### config.mk
export PLATFORM = sky130hd
export DESIGN_NAME = serializer
export DESIGN_NICKNAME = d
export VERILOG_FILES = /design/src/rtl/serializer.sv
export SDC_FILE = /design/constraint.sdc
export NUM_CORES = 1
export LEC_CHECK = 0
export BUFFER_PORTS_ARGS = -buffer_cell sky130_fd_sc_hd__buf_4
export CORE_MARGIN = 10
export CORE_UTILIZATION = 51
export DETAILED_ROUTE_END_ITERATION = 6
export PLACE_DENSITY = 0.86
export REMOVE_ABC_BUFFERS = 1
export SETUP_SLACK_MARGIN = 0.2
export SLEW_MARGIN = 20
export SYNTH_ARGS = -nofsm -noshare
export SYNTH_HDL_FRONTEND = slang
export SYNTH_SLANG_ARGS = --single-unit
### constraint.sdc
create_clock -name clk -period 3.29 [get_ports clk]
set_input_delay 0 -clock clk [delete_from_list [all_inputs] [get_ports clk]]
set_output_delay 0 -clock clk [all_outputs]
set_load 0.01 [all_outputs]
### src/rtl/serializer.sv
// Parallel-to-serial converter, MSB first, with a shift-enable strobe.
// Supports back-to-back words and a downstream stall.
module serializer #(
    parameter int DW = 8
) (
    input  logic          clk,
    input  logic          rst,
    input  logic          in_valid,
    output logic          in_ready,
    input  logic [DW-1:0] in_data,
    input  logic          stall,
    output logic          out_en,
    output logic          out_bit,
    output logic          out_last,
    output logic          busy
);

    localparam int CW = $clog2(DW);
    localparam logic [CW-1:0] LAST = CW'(DW - 1);

    typedef enum logic {
        IDLE,
        SHIFT
    } state_t;

    state_t          state_q, state_d;
    logic [DW-1:0]   sreg_q, sreg_d;
    logic [CW-1:0]   cnt_q, cnt_d;
    logic            acc;
    logic            at_last;

    always_ff @(posedge clk or posedge rst) begin
        if (rst) begin
            state_q <= IDLE;
            sreg_q  <= '0;
            cnt_q   <= '0;
        end else begin
            state_q <= state_d;
            sreg_q  <= sreg_d;
            cnt_q   <= cnt_d;
        end
    end

    always_comb begin
        state_d  = state_q;
        sreg_d   = sreg_q;
        cnt_d    = cnt_q;
        at_last  = (state_q == SHIFT) && (cnt_q == LAST);
        // a new word may land on the same edge the last bit leaves
        in_ready = (state_q == IDLE) || (at_last && !stall);
        acc      = in_valid && in_ready;
        unique case (state_q)
            IDLE: begin
                if (acc) begin
                    sreg_d  = in_data;
                    cnt_d   = '0;
                    state_d = SHIFT;
                end
            end
            SHIFT: begin
                if (!stall) begin
                    if (cnt_q != LAST) begin
                        sreg_d = {sreg_q[DW-2:0], 1'b0};
                        cnt_d  = cnt_q + 1'b1;
                    end else if (acc) begin
                        sreg_d = in_data;
                        cnt_d  = '0;
                    end else begin
                        state_d = IDLE;
                        cnt_d   = '0;
                    end
                end
            end
            default: begin
                state_d = IDLE;
                cnt_d   = '0;
            end
        endcase
    end

    assign busy     = (state_q == SHIFT);
    assign out_en   = busy && !stall;
    assign out_bit  = out_en && sreg_q[DW-1];
    assign out_last = out_en && (cnt_q == LAST);

endmodule
* Word level (Yosys, flattened, before mapping)
Cells that the tools add are included.
** Storage, ports and cells
- Register bits :: 12
- Bits in latches :: 0
- Bits in writable memories :: 0
- Memory bits (read-only) :: 0
- Input bits :: 12
- Output and inout port bits :: 5
- Logic and storage cells :: 30
- Memories kept :: 0
** Cells by class
- $add $sub $neg :: 1
- Multiply operators :: 0
- Divide/modulo/power cells :: 0
- $lt $le $gt $ge :: 0
- Eq/ne operators :: 4
- Shift operators :: 0
- Muxes and demuxes :: 12
- Bitwise gates (word level) :: 1
- Reductions and logical operators :: 9
** Operators by type and width (count)
- two-way mux 8 bit :: 3
- case mux 8 bit (2 select lines) :: 1
- two-way mux 3 bit :: 3
- logical AND 1 bit :: 6
- case mux 3 bit (2 select lines) :: 1
- != test 2 bit (second input constant) :: 2
- adder 3 x 1 -> 3 bit (second input constant) :: 1
- == test 3 bit (second input constant) :: 1
- two-way mux 1 bit :: 3
- != test 3 bit (second input constant) :: 1
- case mux 1 bit (2 select lines) :: 1
- AND reduction 2 bit :: 1
- zero test 1 bit :: 1
- logical OR 1 bit :: 1
- NOT 1 bit :: 1

* Longest topological paths before layout
Gate-level depths: netlist of the first run.
- Depth after elaboration :: 9
- Depth in mapped cells :: 6
- Gate-level depth less buffers :: 5

* Least setup slack after synthesis of the first run
No wires, ideal clock.
- Kind :: reg-to-reg
- Start :: register cnt_q[0]
- End :: register sreg_q[1]
- Library setup time :: 0.123 ns
- Arrival time :: 1.278 ns
- Data required time :: 3.167 ns
- Setup slack :: 1.889 ns
- Cell stages (with the launch flop) :: 7
- Path buffers :: 1
- Period minus slack after synthesis :: 1.401 ns
- Path through :: dfrtp_1 > ha_1 > ha_1 > buf_6 > inv_4 > a21o_4 > o221a_1
** On the way
- Cells in the longest elaborated chain, start to end :: 9
- Elaborated cells between the ends (all ways) :: 10
- Those cells by class :: 2 x eq/ne; 4 x mux; 4 x reduce/logical
** RTL lines
- from (decl) :: RTL line 28 : logic [CW-1:0] cnt_q, cnt_d;
- from (signal assigned) :: RTL line 40 : cnt_q <= cnt_d;
- == test 3 bit :: RTL line 48 : at_last = (state_q == SHIFT) && (cnt_q == LAST);
- logical AND 1 bit :: RTL line 48
- logical AND 1 bit :: RTL line 50 : in_ready = (state_q == IDLE) || (at_last && !stall);
- logical OR 1 bit :: RTL line 50
- logical AND 1 bit :: RTL line 51 : acc = in_valid && in_ready;
- two-way mux 8 bit
- two-way mux 8 bit :: RTL line 62 : if (cnt_q != LAST) begin
- two-way mux 8 bit :: RTL line 61 : if (!stall) begin
- case mux 8 bit (2 select lines) * :: RTL line 52 : unique case (state_q)
- to (signal assigned) :: RTL line 39 : sreg_q <= sreg_d;
- to (decl) :: RTL line 27 : logic [DW-1:0] sreg_q, sreg_d;
Mark *: on every way between the ends. The rest lies on a longest branch, timed or not. The select of a mux whose other input is x is not followed.
A chain may end at the register's enable or synchronous reset.

* Worst setup path after layout of the first run
- Start :: register cnt_q[0]
- End :: register sreg_q[7]
The elaborated chain is that of the path after synthesis.

==> results of run 1 <==
## critical path, stage by stage (launching register included)
cell	delay, ns
dfrtp_1	0.39
ha_1	0.16
ha_1	0.41
nor2b_1	0.27
o21ai_4	0.11
o221a_1	0.25
## final timing paths
path                                 start         to  slack (ns)  cells past startpoint
max in group asynchronous              rst   cnt_q[0]        2.63                      3
worst min register to register    cnt_q[1]   cnt_q[1]        0.52                      1
min in group asynchronous              rst  sreg_q[4]        0.33                      3
worst max register to register    cnt_q[0]  sreg_q[7]        1.58                      5
worst max-delay path              cnt_q[0]  sreg_q[7]        1.58                      5
worst min-delay path            in_data[7]  sreg_q[7]        0.01                      2
## metal layers
metal  part of all wire  vias to the layer above
met4             0.0024                        0
li1                   -                      310
met3              0.077                        2
met2               0.44                       14
met1               0.48                      289
met5                  0                        -
## cell families (layout without fill, tap and decap cells)
| logic type | Yosys count | count (layout) |
|---|---|---|
| mux | 2 | 2 |
| buf+inv | 7 | 32 |
| flops | 12 | 12 |
| simple gates | 24 | 24 |
| fa+ha+maj | 2 | 2 |
| compound gates | 24 | 24 |
## metrics by stage
stage / area (um2) / cells / power (uW) / setup WS, ns / hold WS (ns)
5_1_grt: 948 / 111 / 645 / 1.38 / 0.00946
2_1_floorplan: 683 / 67 / 405 / 1.76 / -0.135
3_3_place_gp: 822 / 98 / 467 / 1.65 / 0.0400
4_1_cts: 938 / 110 / 603 / 1.57 / 0.000188
6_report: 948 / 111 / 603 / 1.58 / 0.0112
3_5_place_dp: 822 / 98 / 475 / 1.58 / 0.0439
## power breakdown
| group | switching, uW | leakage [uW] | total, uW | internal, uW |
|---|---|---|---|---|
| logic | 99.7 | 0.000247 | 223 | 123 |
| clock network | 52.8 | 0.0000210 | 120 | 67.2 |
| registers | 52.9 | 0.000135 | 260 | 207 |
| total | 205 | 0.000403 | 603 | 397 |
## synth_stat cells
master,instances,area [um2]
dfrtp_1,12,300
nand2b_1,1,6.26
buf_2,1,5.00
inv_4,1,6.26
and2_1,1,6.26
inv_2,1,3.75
mux2i_1,2,20.0
a21o_1,1,7.51
nor3_1,9,45.0
nand2_1,2,7.51
a21o_4,1,15.0
o21ai_4,1,16.3
nor2b_1,8,50.1
buf_4,1,7.51
o221a_1,7,78.8
buf_6,2,22.5
a21oi_1,2,10.0
a22o_1,1,8.76
ha_1,2,25.0
o21ai_0,7,35.0
o21ai_1,3,15.0
a21boi_2,1,11.3
nor2_1,3,11.3
inv_1,1,3.75
## area by class of cell
type / count / area, um2 / area share
Clock buffer: 4 / 36.3 / 0.0383
Inverter: 3 / 13.8 / 0.0145
Multi-Input combinational cell: 52 / 369 / 0.389
Timing Repair Buffer: 25 / 210 / 0.222
Tap cell: 15 / 18.8 / 0.0198
Sequential cell: 12 / 300 / 0.317
## flip-flops by register name (all words and copies together), names as in the netlist
register  flops
sreg_q        8
cnt_q         3
busy          1
==> flow_metrics.py, run 1 <==
metrics = {
    "logic_synthesis": {
        "synth_compound_area_frac": 0.275,
        "synth_cell_types": 24,
        "muxShareOfSynthArea": 0.0279,
        "synth_seq_cells": 12,
        "synth_area_per_cell_um2": 10.1,
        "synth_warnings": 0,
        "syn_inst": 71,
        "synthAdderAreaFrac": 0.0348,
        "syn_area_um2": 718,
        "seq_area_frac_synth": 0.418,
        "synth_top_family_by_area": "compound AO/OA/AOI/OAI gates",
        "synthXorXnorAreaFrac": 0,
        "synth-simple-area-share": 0.176,
    },
    "detailed_routing": {
        "vias": 615,
        "ant_nets": 0,
        "drtIter0Drc": 9,
        "drt_wl_total_um": 1670,
        "wl_per_cell_um": 15.1,
        "dr.pass1.iters": 4,
        "drc": 0,
        "via_per_inst": 5.54,
    },
    "sta": {
        "relSlewSlack": 0.672,
        "hold_violations": 0,
        "min_period_ns": 1.71,
        "post-route-period-util": 0.520,
        "fmax_mhz": 585,
        "setup_viol": 0,
        "worst_pin_slew_ns": 0.492,
        "slew_violations": 0,
        "clock_skew_ns": 0.00191,
        "finalSetupTns_ns": 0,
        "rsz0062_at_grt": "false",
    },
    "layout": {
        "fillers": 104,
        "layout_commonest_cell": "buf_4",
        "final_layout_size_suffix_gt1_frac": 0.260,
        "diodes": 0,
        "area_delta_synth_final_pct": 32.1,
        "final_core_util": 0.720,
        "final_cell_mix": "buf_4 (16), dfrtp_1 (12), nor3_1 (9), dlygate4sd3_1 (9), nor2b_1 (8)",
        "final_nets": 111,
    },
    "grt": {
        "grt_pass1_vias": 570,
        "antenna_found_initial": 0,
        "use_met1": 0.118,
        "use_met2": 0.141,
        "grt_usage": 0.0968,
        "grt_overflow": 0,
        "grt-busiest-layer": "met2",
        "met3_usage": 0.0398,
        "grt_start_max_net_pins": 25,
        "grt_pass1_wl_um": 2630,
    },
    "clock_tree": {
        "htree_levels": 1,
        "clk_latency_ns": 0.27,
        "cts_sinks": 12,
        "numCtsBuffers": 3,
        "cts_setup_buffers": 0,
        "clk_pin_slew_ns": 0.08,
        "cts_buffer_depth": 2,
        "cts_tree": "yes",
        "hold_buffers": 8,
        "cts.repair.resized": 0,
        "cts_root_buffer": "clkbuf_4",
    },
    "placement": {
        "io_buffers": 16,
        "dp_hpwl_um": 1060,
        "place.gp.congestion": 0.713,
    },
    "pwr": {
        "power_density_nw_per_um2": 635,
        "vdd_drop_max_mv": 0.377,
        "leakage_uw": 0.000403,
    },
    "floorplan": {
        "core.rowCount": 13,
        "ioPinCount": 17,
        "dieArea_um2": 3310,
        "die_y_um": 57.5,
        "die_w_um": 57.5,
        "core_area_um2": 1320,
        "start_util": 0.545,
    },
    "worst_setup_path": {
        "critPathArrivalTime_ns": 1.87,
        "cp_max_fo": 11,
        "critPathCaptureType": "flop",
        "worstSetupPathType": "flop to flop",
        "cp.required_ns": 3.45,
        "crit_path_start_kind": "flop",
    },
    "job": {
        "cap_violations": 0,
    },
    "outcome": {
        "status": "complete, no violations",
    },
    "hold_path": {
        "hold_class": "input port to flop",
    },
}
(Power assumes the default switching activity.)
==> run 2: changes to the inputs <==
--- a/config.mk
+++ b/config.mk
@@ -7,9 +7,9 @@
 export LEC_CHECK = 0
 export BUFFER_PORTS_ARGS = -buffer_cell sky130_fd_sc_hd__buf_4
 export CORE_MARGIN = 10
-export CORE_UTILIZATION = 51
+export CORE_UTILIZATION = 46
 export DETAILED_ROUTE_END_ITERATION = 6
-export PLACE_DENSITY = 0.86
+export PLACE_DENSITY = 0.83
 export REMOVE_ABC_BUFFERS = 1
 export SETUP_SLACK_MARGIN = 0.2
 export SLEW_MARGIN = 20
==> constraint.sdc (replaced) <==
create_clock -name clk -period 1.5 [get_ports clk]
set_input_delay 0 -clock clk [delete_from_list [all_inputs] [get_ports clk]]
set_output_delay 0 -clock clk [all_outputs]
set_load 0.01 [all_outputs]
==> run 2 against run 1 <==
The run now ends with hold timing left. Global-route usage rose by 1.5 points. Utilization fell by 1.1 points. Clock-buffer cell count unchanged. Sequential share of layout area decreased by 3.1 points. Cell area increased by 11%. Register-to-register slack got worse by 1.5 ns. Largest cell class unchanged.
==> flow_metrics.py, run 2 (same netlist as run 1, synthesis figures left out) <==
metrics = {
    "outcome": {
        "status": "complete, but fails checks",
        "violations": "hold timing",
    },
    "pwr": {
        "leakage_uw": 0.000436,
        "finalPower_uw": 1510,
        "vdd_drop_max_mv": 0.773,
        "power_density_nw_per_um2": 1430,
    },
    "detailed_routing": {
        "drtIter0Drc": 7,
        "via_per_inst": 5.68,
        "ant_nets": 0,
        "vias": 664,
        "drc": 0,
        "wl_per_cell_um": 16.7,
        "drt_wl_total_um": 1960,
        "dr.pass1.iters": 4,
    },
    "worst_setup_path": {
        "cp_cell_sequence": "ha_2 -> ha_4 -> inv_4 -> buf_6 -> nor3_2 -> buf_4",
        "critPathCaptureType": "output pin",
        "worstSetupPathType": "flop to output pin",
        "cp_slowest_cell": "dfrtp_1",
        "critPathArrivalTime_ns": 1.48,
        "cp_max_fo": 4,
        "crit_path_start_kind": "flop",
        "cp.required_ns": 1.50,
        "slowest_delay_ns": 0.38,
    },
    "clock_tree": {
        "cts_root_buffer": "clkbuf_4",
        "htree_levels": 1,
        "cts_tree": "yes",
        "clk_latency_ns": 0.28,
        "cts_sinks": 12,
        "clk_pin_slew_ns": 0.09,
        "cts_buffer_depth": 2,
        "numCtsBuffers": 3,
    },
    "layout": {
        "final_layout_size_suffix_gt1_frac": 0.406,
        "fillers": 93,
        "area_delta_synth_final_pct": 46.9,
        "final_cell_mix": "buf_4 (20), dfrtp_1 (11), dlygate4sd3_1 (8)",
        "final_nets": 116,
        "largest_reg_flops": 8,
        "diodes": 0,
        "layout_commonest_cell": "buf_4",
        "top_register": "sreg_q",
    },
    "floorplan": {
        "ioPinCount": 17,
        "dieArea_um2": 3540,
        "start_util": 0.482,
        "core_area_um2": 1490,
        "die_y_um": 59.5,
        "core.rowCount": 14,
        "die_w_um": 59.5,
    },
    "placement": {
        "place.gp.congestion": 0.726,
        "io_buffers": 16,
        "dp_hpwl_um": 1220,
    },
    "sta": {
        "hold_violations": 1,
        "relSlewSlack": 0.670,
        "post-route-period-util": 0.985,
        "setup_viol": 0,
        "fmax_mhz": 677,
        "finalSetupTns_ns": 0,
        "slew_violations": 0,
        "rsz0062_at_grt": "true",
        "clock_skew_ns": 0.00551,
        "worst_pin_slew_ns": 0.495,
        "min_period_ns": 1.48,
        "timing.hold.ws_ns": -0.00398,
    },
    "grt": {
        "grt_pass1_vias": 660,
        "grt_overflow": 0,
        "grt_usage": 0.112,
        "grt_pass1_wl_um": 3090,
        "antenna_found_initial": 0,
        "grt_start_max_net_pins": 25,
    },
    "job": {
        "cap_violations": 0,
    },
    "hold_path": {
        "hold_class": "input port to flop",
    },
}
-- run 2: cell type report --
| type | instances | area, um2 | area share |
|---|---|---|---|
| clock buffer | 4 | 36.3 | 0.0344 |
| sequential | 12 | 302 | 0.286 |
| timing repair buffer | 30 | 253 | 0.240 |
| multi-input combinational | 52 | 428 | 0.406 |
| inverter | 3 | 16.3 | 0.0154 |
| tap | 16 | 20.0 | 0.0190 |
-- run 2: critical path, delay by kind of cell (launching register included) --
family                     cells  cell delay, ns
adders and majority gates      2            0.37
buffers and inverters          3            0.30
DFF                            1            0.38
and+or+nand+nor                1            0.15
-- run 2: per-stage QoR --
step | utilization | hold WS, ns | area [um2] | worst slack, ns | instances
after floorplan | - | -0.135 | 683 | -0.0323 | 67
after detailed placement | 0.578 | 0.0574 | 861 | -0.0280 | 104
after global routing | 0.708 | 0.00182 | 1050 | -0.0411 | 117
final | 0.708 | -0.00398 | 1050 | 0.0221 | 117
after CTS | 0.681 | 0.000563 | 1010 | 0.0189 | 116
after global placement | 0.578 | 0.0545 | 861 | 0.000154 | 104
-- run 2: final timing paths --
| kind | slack [ns] | from | endpoint | cells after the start |
|---|---|---|---|---|
| max | 0.02 | cnt_q[1] | out_last | 6 |
| min | -0.004 | in_data[5] | sreg_q[5] | 2 |
| max reg2reg | 0.04 | cnt_q[0] | cnt_q[0] | 6 |
| min reg2reg | 0.54 | cnt_q[1] | cnt_q[1] | 1 |
| max in group asynchronous | 0.85 | rst | busy | 3 |
| min in group asynchronous | 0.29 | rst | cnt_q[0] | 3 |
-- run 2: timing repair --
item	in CTS	in global routing
pin swaps	10	4
hold buffers	8	0
setup buffers	0	1
gates cloned	0	0
endpoints found under the hold margin	19	0
resized for setup	11	8
endpoints found under the setup margin	13	11
-- run 2: metal layers --
layer  global-route usage  part of all wire
met5                    0                 0
met4               0.0288                 0
met3               0.0279             0.025
met2                0.187              0.51
met1                0.139              0.46
-- run 2: power breakdown --
group,switching [uW],internal [uW],total (uW)
combinational,285,368,653
sequential,124,454,578
clock,129,148,276
total,539,969,1510
